`src/rtl/cmu_ctrl_pkg.sv`:
```
// cmu_ctrl_pkg
//   Shared definitions for the clock management unit: the controller state
//   encoding and a small decode helper used by the top level.
//   Optional feature macro (used by cmu_ctrl): CMU_WATCHDOG_EN.
//   No ports; imported with "import cmu_ctrl_pkg::*;".

package cmu_ctrl_pkg;

  // HALT is encoded as all-zero so a cleared state register means "stopped".
  typedef enum logic [1:0] {
    ST_HALT  = 2'b00,
    ST_RUN   = 2'b01,
    ST_CYCLE = 2'b10,
    ST_STEP  = 2'b11
  } cmu_state_t;

  // Every state except HALT drives the core clock enable.
  function automatic logic is_running(input cmu_state_t s);
    return s != ST_HALT;
  endfunction

endpackage

```
`src/rtl/cmu_ctrl_wdog.sv`:
```
// cmu_wdog
//   Stall watchdog for the clock management unit. Counts enabled clocks since
//   the last retired instruction or state change and requests a halt when
//   WDOG_CYCLES enabled clocks pass without progress. Built only when the
//   macro CMU_WATCHDOG_EN is defined.
// Ports
//   clk        in   system clock
//   rst_n      in   async active-low reset
//   enable     in   registered core clock enable (counts only enabled clocks)
//   cycle_done in   qualified instruction retire (cycle_end & enable)
//   state_chg  in   controller changes state on this edge
//   armed      in   controller is in a state the watchdog may stop (RUN/STEP)
//   accept     in   controller leaves HALT on this edge (clears the flag)
//   hit        out  combinational halt request for this clock
//   fire       out  registered sticky watchdog flag

module cmu_wdog #(
  parameter int unsigned WDOG_CYCLES = 256
) (
  input  logic clk,
  input  logic rst_n,
  input  logic enable,
  input  logic cycle_done,
  input  logic state_chg,
  input  logic armed,
  input  logic accept,
  output logic hit,
  output logic fire
);

  localparam int unsigned CW = (WDOG_CYCLES < 2) ? 1 : $clog2(WDOG_CYCLES + 1);
  localparam logic [CW-1:0] LAST = CW'(WDOG_CYCLES - 1);

  logic [CW-1:0] count;

  // The request fires on the enabled clock that would be the WDOG_CYCLES-th
  // one without a retire, so the core sees exactly WDOG_CYCLES enabled clocks.
  assign hit = armed & enable & ~cycle_done & (count == LAST);

  // Progress or any state change restarts the window; the count saturates
  // so a one-clock CYCLE visit can never wrap it.
  always_ff @(posedge clk or negedge rst_n) begin
    if (!rst_n) begin
      count <= '0;
    end else if (state_chg || cycle_done) begin
      count <= '0;
    end else if (enable && (count != LAST)) begin
      count <= count + CW'(1);
    end
  end

  // Sticky until the controller is explicitly restarted out of HALT.
  always_ff @(posedge clk or negedge rst_n) begin
    if (!rst_n) begin
      fire <= 1'b0;
    end else if (hit) begin
      fire <= 1'b1;
    end else if (accept) begin
      fire <= 1'b0;
    end
  end

endmodule

```
`src/rtl/cmu_ctrl.sv`:
```
// cmu_ctrl
//   Clock management unit driving the core clock enable. Modes: free run,
//   halt, single clock and N-instruction step burst. Latches the halt cause
//   from N_HALT_SRC sources and pulses debug_trig on every entry to HALT.
//   Optional feature: define CMU_WATCHDOG_EN to add the stall watchdog
//   (cmu_wdog); otherwise wdog_fire is tied low.
// Ports
//   clk           in   system clock
//   rst_n         in   async active-low reset
//   cycle_end     in   instruction retire pulse, valid while clk_enable=1
//   trig_halt     in   [N_HALT_SRC] one-clock halt pulses
//   trig_unhalt   in   one-clock pulse HALT -> RUN
//   trig_cycle    in   one-clock pulse, one enabled clock
//   trig_step     in   one-clock pulse, run step_count instructions
//   step_count    in   [STEP_CNT_W] burst length (0 behaves as 1)
//   clock_supress in   debug busy, blocks leaving HALT
//   clk_enable    out  registered core clock enable
//   halted        out  registered, high while in HALT
//   debug_trig    out  one-clock pulse on entry to HALT
//   halt_cause    out  [N_HALT_SRC] sources seen during the current halt
//   wdog_fire     out  sticky watchdog flag

import cmu_ctrl_pkg::*;

module cmu_ctrl #(
  parameter int unsigned N_HALT_SRC   = 4,
  parameter int unsigned STEP_CNT_W   = 16,
  parameter bit          RESET_HALTED = 1'b1,
  parameter int unsigned WDOG_CYCLES  = 256
) (
  input  logic                  clk,
  input  logic                  rst_n,
  input  logic                  cycle_end,
  input  logic [N_HALT_SRC-1:0] trig_halt,
  input  logic                  trig_unhalt,
  input  logic                  trig_cycle,
  input  logic                  trig_step,
  input  logic [STEP_CNT_W-1:0] step_count,
  input  logic                  clock_supress,
  output logic                  clk_enable,
  output logic                  halted,
  output logic                  debug_trig,
  output logic [N_HALT_SRC-1:0] halt_cause,
  output logic                  wdog_fire
);

  localparam cmu_state_t RESET_STATE = RESET_HALTED ? ST_HALT : ST_RUN;

  cmu_state_t            state, state_next;
  logic [STEP_CNT_W-1:0] cnt, cnt_next;
  logic [N_HALT_SRC-1:0] cause_next;
  logic                  dbg_next;
  logic                  any_halt;
  logic                  cycle_done;
  logic                  wdog_hit;

  assign any_halt   = |trig_halt;
  assign cycle_done = cycle_end & clk_enable;

`ifdef CMU_WATCHDOG_EN
  cmu_wdog #(
    .WDOG_CYCLES (WDOG_CYCLES)
  ) u_wdog (
    .clk        (clk),
    .rst_n      (rst_n),
    .enable     (clk_enable),
    .cycle_done (cycle_done),
    .state_chg  (state_next != state),
    .armed      ((state == ST_RUN) || (state == ST_STEP)),
    .accept     ((state == ST_HALT) && (state_next != ST_HALT)),
    .hit        (wdog_hit),
    .fire       (wdog_fire)
  );
`else
  // The parameter stays referenced so both builds share one interface.
  assign wdog_hit  = 1'b0 & (WDOG_CYCLES != 0);
  assign wdog_fire = 1'b0;
`endif

  // Next-state logic. Halt triggers always win; in HALT the remaining
  // triggers are checked unhalt > step > cycle and only while the debug side
  // is idle. Anything not taken this clock is simply dropped.
  always_comb begin
    state_next = state;
    cnt_next   = cnt;
    cause_next = halt_cause;
    dbg_next   = 1'b0;

    unique case (state)
      ST_HALT: begin
        if (any_halt) begin
          cause_next = halt_cause | trig_halt;
        end else if (!clock_supress) begin
          if (trig_unhalt) begin
            state_next = ST_RUN;
          end else if (trig_step) begin
            state_next = ST_STEP;
            cnt_next   = (step_count == '0) ? STEP_CNT_W'(1) : step_count;
          end else if (trig_cycle) begin
            state_next = ST_CYCLE;
          end
        end
      end
      ST_RUN: begin
        if (any_halt || wdog_hit) begin
          state_next = ST_HALT;
        end
      end
      ST_CYCLE: begin
        state_next = ST_HALT;
      end
      ST_STEP: begin
        if (any_halt || wdog_hit) begin
          state_next = ST_HALT;
          cnt_next   = '0;
        end else if (cycle_done) begin
          cnt_next = cnt - STEP_CNT_W'(1);
          if (cnt == STEP_CNT_W'(1)) begin
            state_next = ST_HALT;
          end
        end
      end
      default: state_next = ST_HALT;
    endcase

    // Entry to HALT restarts the cause latch with this clock's sources (so a
    // halt coinciding with burst completion is still recorded); leaving HALT
    // wipes it.
    if (state != ST_HALT && state_next == ST_HALT) begin
      dbg_next   = 1'b1;
      cause_next = trig_halt;
    end else if (state == ST_HALT && state_next != ST_HALT) begin
      cause_next = '0;
    end
  end

  // All outputs are flops fed from the next state so a transition on an
  // edge is visible on clk_enable right after that same edge.
  always_ff @(posedge clk or negedge rst_n) begin
    if (!rst_n) begin
      state      <= RESET_STATE;
      cnt        <= '0;
      halt_cause <= '0;
      debug_trig <= 1'b0;
      clk_enable <= !RESET_HALTED;
      halted     <= RESET_HALTED;
    end else begin
      state      <= state_next;
      cnt        <= cnt_next;
      halt_cause <= cause_next;
      debug_trig <= dbg_next;
      clk_enable <= is_running(state_next);
      halted     <= (state_next == ST_HALT);
    end
  end

endmodule

```
`config.mk`:
```
export PLATFORM = sky130hd
export DESIGN_NAME = cmu_ctrl
export DESIGN_NICKNAME = d
export VERILOG_FILES = /design/src/rtl/cmu_ctrl_pkg.sv /design/src/rtl/cmu_ctrl_wdog.sv /design/src/rtl/cmu_ctrl.sv
export SDC_FILE = /design/constraint.sdc
export NUM_CORES = 1
export LEC_CHECK = 0
export BUFFER_PORTS_ARGS = -buffer_cell sky130_fd_sc_hd__buf_2
export CAP_MARGIN = 20
export CORE_MARGIN = 4
export CORE_UTILIZATION = 30
export CTS_BUF_LIST = sky130_fd_sc_hd__clkbuf_4 sky130_fd_sc_hd__clkbuf_8
export CTS_CLUSTER_SIZE = 25
export DETAILED_ROUTE_END_ITERATION = 8
export HOLD_SLACK_MARGIN = 0.08
export PLACE_DENSITY = 0.57
export SETUP_SLACK_MARGIN = 0.02
export SYNTH_ARGS = -nofsm -noshare
export SYNTH_HDL_FRONTEND = slang
export SYNTH_SLANG_ARGS = --single-unit
export TNS_END_PERCENT = 1
```
`constraint.sdc`:
```
create_clock -name clk -period 2.49 [get_ports clk]
set_clock_uncertainty 0.15 [all_clocks]
set_input_delay 0.3735 -clock clk [delete_from_list [all_inputs] [get_ports clk]]
set_output_delay 0.3735 -clock clk [all_outputs]
set_load 0.005 [all_outputs]
```
; ---- Word-level counts from Yosys, hierarchy flattened
; Cells that the tools add are included.
[totals]
reg_bits = 25
in_bits = 27
wordCells = 54
[op_classes]
addsub = 1
eq_ne = 9
mux = 23
bitwise = 2
n_reduce_logical = 13
[op_table]
columns = cell, count
row1 = 16-bit 2-to-1 mux, 7
row2 = 16-bit one-hot mux with 2 select lines, 1
row3 = 2-bit 2-to-1 mux, 9
row4 = 16-bit by 1-bit == test with 1-bit output (second input constant), 1
row5 = 16-bit zero test, 1
row6 = 4-bit 2-to-1 mux, 4
row7 = 16-bit by 1-bit subtractor with 16-bit output (second input constant), 1
row8 = 2-bit inequality test (second input constant), 4
row9 = 2-bit one-hot mux with 4 select lines, 1
row10 = 6-bit AND reduction, 1
row11 = 2-bit nonzero test, 3
row12 = 3-bit nonzero test, 2
row13 = 2-bit == test (second input constant), 2
row14 = 2-bit zero test, 2
row15 = 4-bit bitwise OR, 1
row16 = 4-bit OR reduction, 1
row17 = 3-bit inequality test (second input constant), 1
row18 = 2-bit by 1-bit == test with 1-bit output (second input constant), 1
row19 = 1-bit logical AND, 2
row20 = 2-bit AND reduction, 1
row21 = 1-bit bitwise AND, 1
row22 = 1-bit 2-to-1 mux, 1

; ---- Depth between registers and ports, before layout
; Gate-level depths: netlist of the first run.
[logic_depth]
word_depth = 10
ltp_mapped = 7

; ---- Least setup slack after synthesis of the first run
; OpenSTA, ideal clock, no wires.
[synth_timing]
kind = reg2reg
from = register cnt[0]
to = register cnt[14]
setup_time_ps = 65
t_arrival_ps = 1931
t_required_ps = 2275
setup_slack_ps = 344
path_stages_with_launch = 8
n_path_buf = 0
synth_period_minus_slack_ps = 2146
path_cell_list = dfrtp_1 -> inv_1 -> ha_1 -> or3b_2 -> or3_2 -> o41ai_1 -> nand2_1 -> nand2_1
[synth_via]
elab_chain_cells = 4
[synth_rtl]
columns = element, line_no
row1 = "start, declared", cmu_ctrl.sv:50  ; logic [STEP_CNT_W-1:0] cnt, cnt_next;
row2 = "start signal, assigned", cmu_ctrl.sv:149  ; cnt <= cnt_next;
row3 = 16-bit by 1-bit subtractor with 16-bit output, cmu_ctrl.sv:117  ; cnt_next = cnt - STEP_CNT_W'(1);
row4 = 16-bit 2-to-1 mux, cmu_ctrl.sv:116  ; end else if (cycle_done) begin
row5 = 16-bit 2-to-1 mux, cmu_ctrl.sv:113  ; if (any_halt || wdog_hit) begin
row6 = 16-bit one-hot mux with 2 select lines, cmu_ctrl.sv:89  ; unique case (state)
; Every way passes these cells. The select of a mux whose other input is x is not followed.
; A chain may end at the register's enable or synchronous reset.

; ---- Final worst setup path of the first run
; Ends and elaborated chain as after synthesis.

==> results of run 1 <==
[cells in the final DEF (no fill, tap or decap), types with 4 or more instances in the layout]
| cell | Yosys | layout |
|---|---|---|
| o31ai_1 | 6 | 6 |
| nand2_1 | 8 | 8 |
| nor3_1 | 7 | 7 |
| a21oi_1 | 16 | 16 |
| inv_1 | 14 | 14 |
| buf_4 | 1 | 9 |
| a32oi_1 | 4 | 4 |
| o21ai_0 | 19 | 19 |
| buf_2 | 1 | 33 |
| dfrtp_1 | 24 | 24 |
| nor2_1 | 13 | 13 |
| nor4_1 | 7 | 7 |
[cells by family (layout without fill, tap and decap cells)]
family	count (synthesis)	after routing	share of synthesized area
AOI/OAI and AO/OA	67	67	0.2975
and+or+nand+nor	53	53	0.2041
DFF	25	25	0.4141
buffers and inverters	23	62	0.06529
adders and majority gates	2	2	0.01653
other	1	1	0.002477
[sequential cells by signal (all words and copies together), names as in the netlist]
register / cells
clk_enable: 1
cnt: 16
debug_trig: 1
halt_cause: 4
halted: 1
state: 2
[stage by stage]
step / utilization / power (mW) / hold WS, ns / worst slack (ns)
floorplan: - / 0.6536 / -0.07209 / 0.3445
global placement: 0.3745 / 0.7504 / 0.2649 / 0.2398
detailed placement: 0.3745 / 0.7488 / 0.2681 / 0.2208
CTS: 0.3862 / 1.007 / 0.1623 / 0.2083
global route: 0.3862 / 1.067 / 0.1740 / 0.04896
finish: 0.3862 / 1.000 / 0.1694 / 0.2074
[worst min-delay path by stage]
stage,endpoint,slack (ns),depth (start not counted),from
CTS,halt_cause[3]$_DFFE_PN0P_,0.16,3,trig_halt[3]
global route,halt_cause[3]$_DFFE_PN0P_,0.17,3,trig_halt[3]
detailed placement,halt_cause[2]$_DFFE_PN0P_,0.27,1,rst_n
finish,halt_cause[3]$_DFFE_PN0P_,0.17,3,trig_halt[3]
global placement,halt_cause[2]$_DFFE_PN0P_,0.26,1,rst_n
floorplan,clk_enable$_DFF_PN0_,-0.07,0,rst_n
[layer usage]
layer  wire, um  track usage
met1       1993       0.1890
met2       1977       0.2189
met3        205      0.02834
met4         51      0.03436
met5          0            0
[final cells by class]
type / instances / area share
Timing Repair Buffer: 44 / 0.1412
Clock inverter: 1 / 0.002690
Tap cell: 67 / 0.04506
Sequential cell: 25 / 0.3369
Multi-Input combinational cell: 123 / 0.4237
Clock buffer: 3 / 0.02219
Inverter: 14 / 0.02824
[power by group through the flow]
stage | registers (mW) | clock network, mW | logic [mW]
2_1_floorplan | 0.483 | 0 | 0.170
3_3_place_gp | 0.491 | 0 | 0.259
3_5_place_dp | 0.492 | 0 | 0.257
4_1_cts | 0.484 | 0.262 | 0.261
5_1_grt | 0.492 | 0.284 | 0.291
6_report | 0.485 | 0.256 | 0.260
[critical path: stages, from the launching register on]
cell	delay (ns)
dfrtp_1	0.42
inv_1	0.10
ha_1	0.19
or3b_2	0.52
or3_2	0.45
o41ai_1	0.25
nand2_1	0.08
nand2_1	0.07
[timing repair]
item | in CTS | in global routing
endpoints found under the hold margin | 24 | 0
gates resized for setup | 0 | 0
hold buffers | 1 | 0
==> results.sh, run 1 <==
export IMPL_start_util=0.3143
export IMPL_portBuffers=33
export IMPL_wl_per_cell_um=15.27
export IMPL_tns_ns=0
export IMPL_maxSlewViolCount=0
export IMPL_hpwl_um=3189
export IMPL_ys_ff_latch=25
export IMPL_finalHoldViolCount=0
export IMPL_worstMarginPinSlew_ns=0.6117
export IMPL_antenna_found_initial=0
export IMPL_die_area_mm2=0.006247
export IMPL_startpoint_type="flop"
export IMPL_place_gp_congestion=0.8645
export IMPL_yosysSeqAreaShare=0.4140
export IMPL_fin_crit_ns=2.283
export IMPL_post_cts_buffers=0
export IMPL_drtIter0Drc=81
export IMPL_final_cells=277
export IMPL_die_w_um=79.04
export IMPL_status="finished, final reports clean"
export IMPL_vias=1453
export IMPL_max_freq_mhz=438.1
export IMPL_core_area_mm2=0.004817
export IMPL_ios=35
export IMPL_root_buffer="clkbuf_8"
export IMPL_cp_data_required_time_ns=2.57
export IMPL_multi_input_area_um2=788.3
export IMPL_grt_overflow=0
export IMPL_first_pass_iters=4
export IMPL_clk_latency_ns=0.28
export IMPL_yosysWarnings=0
export IMPL_syn_num_nets=200
export IMPL_critPathKind="reg -> reg"
export IMPL_wl_um=4229
export IMPL_cts_tree="yes"
export IMPL_synthDistinctLibCells=45
export IMPL_htreeDepth=1
export IMPL_areaGrowthSynthToFinish_pct=22.89
export IMPL_reg2reg_slack_ns=0.21
export IMPL_switching_share=0.3312
export IMPL_synth_area_mm2=0.001514
export IMPL_rows=25
export IMPL_rsz0062_at_grt="no"
export IMPL_leakage_nw=0.8511
export IMPL_synth_flop_cell="dfrtp_1"
export IMPL_ant_nets=0
export IMPL_crit_path_end_kind="flop"
export IMPL_async_reset_ff_frac=1.000
export IMPL_ff_latch_area_um2=626.9
export IMPL_irDropWorstVdd_mv=0.2837
export IMPL_layout_drive_gt1_share=0.2905
export IMPL_fillCellCount=518
export IMPL_r2r_start="cnt[0]$_DFFE_PN0P_"
export IMPL_synth_top_area_cell="dfrtp_1"
export IMPL_drc=0
export IMPL_crit_fanout=6
export IMPL_post_route_cell_area_mm2=0.001861
export IMPL_grt_pass1_vias=1375
export IMPL_clkTransAtPathRegs_ns=0.10
export IMPL_reg2reg_depth=7
export IMPL_powerDensity_mw_per_mm2=537.6
export IMPL_yosysTopAreaCellShare=0.3967
export IMPL_cts_made_buffers=3
export IMPL_cts_sinks=25
export IMPL_ys_top_cells_by_count="dfrtp_1 (24), o21ai_0 (19), a21oi_1 (16)"
export IMPL_maxCapViolCount=0
export IMPL_cp_endpoint="cnt[14]$_DFFE_PN0P_"
export IMPL_syn_inst=171
export IMPL_via_per_inst=5.245
export IMPL_combinationalPowerShare=0.260
export IMPL_diodes=0
export IMPL_avgSynthCellArea_um2=8.854
export IMPL_synth_edff_count=0
export IMPL_grt_pass1_wl_um=6768
export IMPL_nets=240
export IMPL_dpl_instance_area_mm2=0.001804
export IMPL_p_clk_frac=0.256
export IMPL_finalSetupViolations=0
export IMPL_p_int_mw=0.6690
export IMPL_worstSetupStartpoint="cnt[0]$_DFFE_PN0P_"
export IMPL_yosys_top_cells_area="dfrtp_1 (40%), o21ai_0 (6.3%), a21oi_1 (5.3%), inv_1 (3.5%), nor2_1 (3.2%)"
export IMPL_timing_rr_end="cnt[14]$_DFFE_PN0P_"
export IMPL_placedCellCount=272
export IMPL_finalCritPeriodShare=0.9167
export IMPL_grt_start_max_net_pins=26
export IMPL_yosysMostFrequentCell="dfrtp_1"
export IMPL_netSwitchingPower_mw=0.3313
export IMPL_grtUsageTotal=0.1370
export IMPL_clockBufferDepth=2
export IMPL_cp_data_arrival_time_ns=2.36
export IMPL_hold_class="in -> reg"
export IMPL_die_h_um=79.04
export IMPL_p_seq_frac=0.485
export IMPL_slew_headroom=0.5922
No activity file was read; power rests on OpenSTA's default activity.
==> run 2, diff against run 1 <==
--- a/config.mk
+++ b/config.mk
@@ -14,6 +14,7 @@
 export DETAILED_ROUTE_END_ITERATION = 8
 export HOLD_SLACK_MARGIN = 0.08
 export PLACE_DENSITY = 0.57
+export REMOVE_ABC_BUFFERS = 1
 export SETUP_SLACK_MARGIN = 0.02
 export SYNTH_ARGS = -nofsm -noshare
 export SYNTH_HDL_FRONTEND = slang
==> results.sh, run 2 (synthesis results as in run 1) <==
export IMPL_status="finished, final reports clean"
export IMPL_placedCellCount=271
export IMPL_hold_class="in -> reg"
export IMPL_cts_sinks=25
export IMPL_rows=25
export IMPL_die_area_mm2=0.006247
export IMPL_hold_path_depth=3
export IMPL_clk_latency_ns=0.27
export IMPL_p_int_mw=0.6818
export IMPL_drc=0
export IMPL_timing_hold_ws_ns=0.1751
export IMPL_cp_data_arrival_time_ns=2.38
export IMPL_first_pass_iters=6
export IMPL_core_area_mm2=0.004817
export IMPL_powerDensity_mw_per_mm2=539.0
export IMPL_final_cells=276
export IMPL_maxSlewViolCount=0
export IMPL_vias=1512
export IMPL_startpoint_type="flop"
export IMPL_ant_nets=0
export IMPL_drtIter0Drc=162
export IMPL_hold_end="halt_cause[0]$_DFFE_PN0P_"
export IMPL_clkTransAtPathRegs_ns=0.09
export IMPL_worstMarginPinSlew_ns=0.5770
export IMPL_layout_common_cells="buf_2 (33), dfrtp_1 (24), o21ai_0 (19), a21oi_1 (16), inv_1 (14)"
export IMPL_clockBufferDepth=2
export IMPL_p_clk_frac=0.260
export IMPL_netSwitchingPower_mw=0.3183
export IMPL_crit_fanout=6
export IMPL_r2r_start="cnt[0]$_DFFE_PN0P_"
export IMPL_path_common_cell="nand2_1"
export IMPL_diodes=0
export IMPL_largest_register="cnt"
export IMPL_tns_ns=0
export IMPL_irDropWorstVdd_mv=0.3111
export IMPL_reg2reg_depth=7
export IMPL_cp_data_required_time_ns=2.56
export IMPL_finalHoldViolCount=0
export IMPL_grtUsageTotal=0.1377
export IMPL_ios=35
export IMPL_p_seq_frac=0.485
export IMPL_critPathBufInv=1
export IMPL_place_gp_congestion=0.8375
export IMPL_top_regs="cnt x16, halt_cause x4, state x2"
export IMPL_cts_made_buffers=3
export IMPL_combinationalPowerShare=0.255
export IMPL_die_h_um=79.04
export IMPL_crit_path_end_kind="flop"
export IMPL_crit_slowest_cell="or3b_2"
export IMPL_post_cts_buffers=0
export IMPL_reg2reg_slack_ns=0.18
export IMPL_fin_util=0.3852
export IMPL_fin_crit_ns=2.312
export IMPL_areaGrowthSynthToFinish_pct=22.56
export IMPL_wl_um=4193
export IMPL_fin_ws_ns=0.1775
export IMPL_maxCapViolCount=0
export IMPL_finalSetupViolations=0
export IMPL_max_stage_delay_ns=0.52
export IMPL_wl_per_cell_um=15.19
export IMPL_hp_start="trig_halt[0]"
export IMPL_timing_rr_end="cnt[14]$_DFFE_PN0P_"
export IMPL_final_common_cell="buf_2"
export IMPL_max_freq_mhz=432.4
export IMPL_die_w_um=79.04
export IMPL_grt_start_max_net_pins=26
export IMPL_rsz0062_at_grt="no"
export IMPL_largest_reg_flops=16
export IMPL_antenna_found_initial=0
export IMPL_nets=239
export IMPL_cp_top_family="simple AND/OR/NAND/NOR gates"
export IMPL_hpwl_um=3119
export IMPL_portBuffers=33
export IMPL_grt_pass1_wl_um=6734
export IMPL_critPathKind="reg -> reg"
export IMPL_grt_pass1_vias=1347
export IMPL_via_per_inst=5.478
export IMPL_grt_overflow=0
export IMPL_layout_drive_gt1_share=0.2871
export IMPL_slew_headroom=0.6154
export IMPL_leakage_nw=0.8464
export IMPL_htreeDepth=1
export IMPL_switching_share=0.3183
export IMPL_finalCritPeriodShare=0.9287
export IMPL_dp_slack_ns=0.1995
export IMPL_start_util=0.3143
export IMPL_crit_chain="inv_1, ha_1, or3b_2, or3_2, o41ai_1, nand2_1, nand2_1"
export IMPL_root_buffer="clkbuf_8"
export IMPL_cts_tree="yes"
-- run 2: changes by cell type in the layout (fill, tap and decap cells not counted) --
cell,change
buf_4,-1
clkbuf_4,+1
clkinv_2,-1
-- run 2: layer usage --
metal  GRT usage  up-vias  routed length (um)
met3     0.03061        4                 236
met2      0.2155       59                1957
met4     0.03093        0                  34
met5           0        -                   0
met1      0.1939      730                1965
li1            -      719                   -
-- run 2: area by class of cell --
| class | count | area, um^2 |
|---|---|---|
| clock buffer | 4 | 48.80 |
| tap | 67 | 83.83 |
| fill | 516 | 2962 |
| inverter | 14 | 52.55 |
| sequential | 25 | 626.9 |
| multi-input combinational | 123 | 788.3 |
| timing repair buffer | 43 | 255.2 |
-- run 2: worst max path at each step --
| stage | startpoint | to | slack [ns] | cells after the start |
|---|---|---|---|---|
| after global routing | cnt[1]$_DFFE_PN0P_ | halt_cause[2]$_DFFE_PN0P_ | 0.03 | 7 |
| after detailed placement | cnt[0]$_DFFE_PN0P_ | cnt[14]$_DFFE_PN0P_ | 0.20 | 7 |
| after floorplan | cnt[0]$_DFFE_PN0P_ | cnt[14]$_DFFE_PN0P_ | 0.34 | 7 |
| after CTS | cnt[0]$_DFFE_PN0P_ | cnt[14]$_DFFE_PN0P_ | 0.18 | 7 |
| after global placement | trig_halt[2] | cnt[10]$_DFFE_PN0P_ | 0.25 | 7 |
| final | cnt[0]$_DFFE_PN0P_ | cnt[14]$_DFFE_PN0P_ | 0.18 | 7 |
-- run 2: worst reg2reg max path, cell delays in order, from the launching register on --
cell     delay, ns
dfrtp_1       0.43
inv_1         0.11
ha_1          0.20
or3b_2        0.52
or3_2         0.45
o41ai_1       0.25
nand2_1       0.09
nand2_1       0.07
-- run 2: timing repair --
action / in CTS / in global routing
resized for setup: 0 / 0
endpoints found under the setup margin: 0 / 0
hold endpoints to repair: 24 / 0
hold buffers: 1 / 0
-- run 2: power by group through the flow --
| stage | Sequential [mW] | Clock, mW | Combinational, mW |
|---|---|---|---|
| final | 0.485 | 0.260 | 0.255 |
| after CTS | 0.485 | 0.266 | 0.255 |
| after global routing | 0.491 | 0.286 | 0.282 |
| after detailed placement | 0.492 | 0 | 0.251 |
| after floorplan | 0.483 | 0 | 0.155 |
| after global placement | 0.492 | 0 | 0.250 |
-- run 2: through the flow --
step / cell area, um^2 / power [mW]
6_report: 1856 / 1.000
5_1_grt: 1856 / 1.059
4_1_cts: 1856 / 1.006
3_5_place_dp: 1797 / 0.7434
3_3_place_gp: 1797 / 0.7418
2_1_floorplan: 1468 / 0.6384
==> run 3, diff against run 2 <==
--- a/config.mk
+++ b/config.mk
@@ -13,7 +13,7 @@
 export CTS_CLUSTER_SIZE = 25
 export DETAILED_ROUTE_END_ITERATION = 8
 export HOLD_SLACK_MARGIN = 0.08
-export PLACE_DENSITY = 0.57
+export PLACE_DENSITY = 0.58
 export REMOVE_ABC_BUFFERS = 1
 export SETUP_SLACK_MARGIN = 0.02
 export SYNTH_ARGS = -nofsm -noshare
==> constraint.sdc (replaced) <==
create_clock -name clk -period 2 [get_ports clk]
set_clock_uncertainty 0.15 [all_clocks]
set_input_delay 0.3 -clock clk [delete_from_list [all_inputs] [get_ports clk]]
set_output_delay 0.3 -clock clk [all_outputs]
set_load 0.005 [all_outputs]
==> results.sh, run 3 (synthesis results as in run 1) <==
export IMPL_cts_sinks=25
export IMPL_ant_nets=0
export IMPL_fin_crit_ns=2.069
export IMPL_core_area_mm2=0.004817
export IMPL_first_pass_iters=4
export IMPL_grt_pass1_wl_um=7127
export IMPL_max_freq_mhz=483.2
export IMPL_maxCapViolCount=0
export IMPL_critPathKind="reg -> reg"
export IMPL_tns_ns=-0.3306
export IMPL_clkTransAtPathRegs_ns=0.10
export IMPL_reg2reg_depth=7
export IMPL_leakage_nw=0.9539
export IMPL_cts_tree="yes"
export IMPL_wl_per_cell_um=14.70
export IMPL_hold_class="in -> reg"
export IMPL_maxSlewViolCount=0
export IMPL_startpoint_type="flop"
export IMPL_cts_made_buffers=3
export IMPL_hpwl_um=3286
export IMPL_status="finished, violations left"
export IMPL_vias=1496
export IMPL_reg2reg_slack_ns=-0.07
export IMPL_crit_path_end_kind="flop"
export IMPL_antenna_found_initial=0
export IMPL_nets=258
export IMPL_worstSetupStartpoint="cnt[1]$_DFFE_PN0P_"
export IMPL_worstMarginPinSlew_ns=0.5945
export IMPL_areaGrowthSynthToFinish_pct=37.27
export IMPL_clk_latency_ns=0.27
export IMPL_final_common_cell="buf_2"
export IMPL_cp_endpoint="cnt[14]$_DFFE_PN0P_"
export IMPL_dpl_instance_area_mm2=0.001932
export IMPL_rsz0062_at_grt="yes"
export IMPL_place_gp_congestion=0.9082
export IMPL_wl_um=4337
export IMPL_finalCritPeriodShare=1.035
export IMPL_cp_data_required_time_ns=2.07
export IMPL_post_route_cell_area_mm2=0.002078
export IMPL_finalSetupViolations=8
export IMPL_clockBufferDepth=2
export IMPL_grtUsageTotal=0.1434
export IMPL_fin_ws_ns=-0.06944
export IMPL_layout_drive_gt1_share=0.4079
export IMPL_timing_rr_end="cnt[14]$_DFFE_PN0P_"
export IMPL_htreeDepth=1
export IMPL_dp_slack_ns=-0.1967
export IMPL_top_regs="cnt x16, halt_cause x4, state x2"
export IMPL_layout_common_cells="buf_2 (33), buf_4 (27), dfrtp_1 (24), a21oi_1 (15), o21ai_0 (14)"
export IMPL_grt_start_max_net_pins=26
export IMPL_r2r_start="cnt[1]$_DFFE_PN0P_"
export IMPL_via_per_inst=5.071
export IMPL_die_area_mm2=0.006247
export IMPL_finalHoldViolCount=0
export IMPL_crit_fanout=4
export IMPL_drtIter0Drc=97
export IMPL_die_w_um=79.04
export IMPL_irDropWorstVdd_mv=0.3422
export IMPL_portBuffers=33
export IMPL_powerDensity_mw_per_mm2=657.3
export IMPL_root_buffer="clkbuf_8"
export IMPL_start_util=0.3143
export IMPL_die_h_um=79.04
export IMPL_largest_reg_flops=16
export IMPL_grt_overflow=0
export IMPL_largest_register="cnt"
export IMPL_diodes=0
export IMPL_cp_data_arrival_time_ns=2.14
export IMPL_violations="negative setup slack"
export IMPL_grt_pass1_vias=1519
export IMPL_rows=25
export IMPL_drc=0
export IMPL_slew_headroom=0.6036
export IMPL_timing_hold_ws_ns=0.1141
export IMPL_fin_util=0.4314
export IMPL_ios=35
-- run 3: cell types whose count changed in the layout (fill, tap and decap cells not counted), moves of 3 or more --
| cell | previous run | this run |
|---|---|---|
| nor4_2 | 1 | 4 |
| o21ai_1 | 1 | 5 |
| o21ai_0 | 19 | 14 |
| nor4_1 | 7 | 4 |
| buf_4 | 8 | 27 |
-- run 3: layer usage --
| metal | part of all wire | GRT usage | vias up |
|---|---|---|---|
| li1 | - | - | 754 |
| met1 | 0.48 | 0.1965 | 707 |
| met2 | 0.46 | 0.2189 | 33 |
| met3 | 0.059 | 0.05329 | 2 |
| met4 | 0.0058 | 0.02405 | 0 |
| met5 | 0 | 0 | - |
-- run 3: how the worst min path moves through the flow --
| stage | to | depth (start not counted) | from | slack [ns] |
|---|---|---|---|---|
| finish | halt_cause[2]$_DFFE_PN0P_ | 3 | trig_halt[2] | 0.11 |
| global route | halt_cause[2]$_DFFE_PN0P_ | 3 | trig_halt[2] | 0.11 |
| CTS | halt_cause[2]$_DFFE_PN0P_ | 3 | trig_halt[2] | 0.11 |
| detailed placement | halt_cause[2]$_DFFE_PN0P_ | 1 | rst_n | 0.20 |
| global placement | halt_cause[2]$_DFFE_PN0P_ | 1 | rst_n | 0.19 |
| floorplan | clk_enable$_DFF_PN0_ | 0 | rst_n | -0.15 |
-- run 3: critical path: stages (launching register included) --
cell     delay, ns
dfrtp_1       0.41
inv_2         0.08
ha_1          0.15
or3b_4        0.41
or3_2         0.46
o41ai_2       0.21
nand2_1       0.08
nand2_1       0.06
-- run 3: final cells by class --
cell class,count,area (um^2)
inverter,14,52.55
clock buffer,4,48.80
sequential,25,626.9
tap,67,83.83
multi-input combinational,123,868.3
fill,496,2739
timing repair buffer,62,397.9
-- run 3: repair_timing --
action                                  in CTS  in global routing
setup buffers                                1                  0
endpoints found under the setup margin      14                 18
pin swaps                                    4                  3
endpoints found under the hold margin       24                  0
hold buffers                                 1                  0
gates resized for setup                     10                 12
-- run 3: where the power goes --
group	leakage [nW]	switching (mW)	internal (mW)	total [mW]
Sequential	0.312	0.0341	0.559	0.593
Combinational	0.615	0.239	0.215	0.455
Clock	0.0262	0.162	0.156	0.318
-- run 3: metrics by stage --
step / total power, mW / instances
after floorplan: 0.7949 / 162
after global placement: 1.002 / 289
after detailed placement: 1.000 / 289
after CTS: 1.353 / 295
after global routing: 1.456 / 295
final: 1.366 / 295
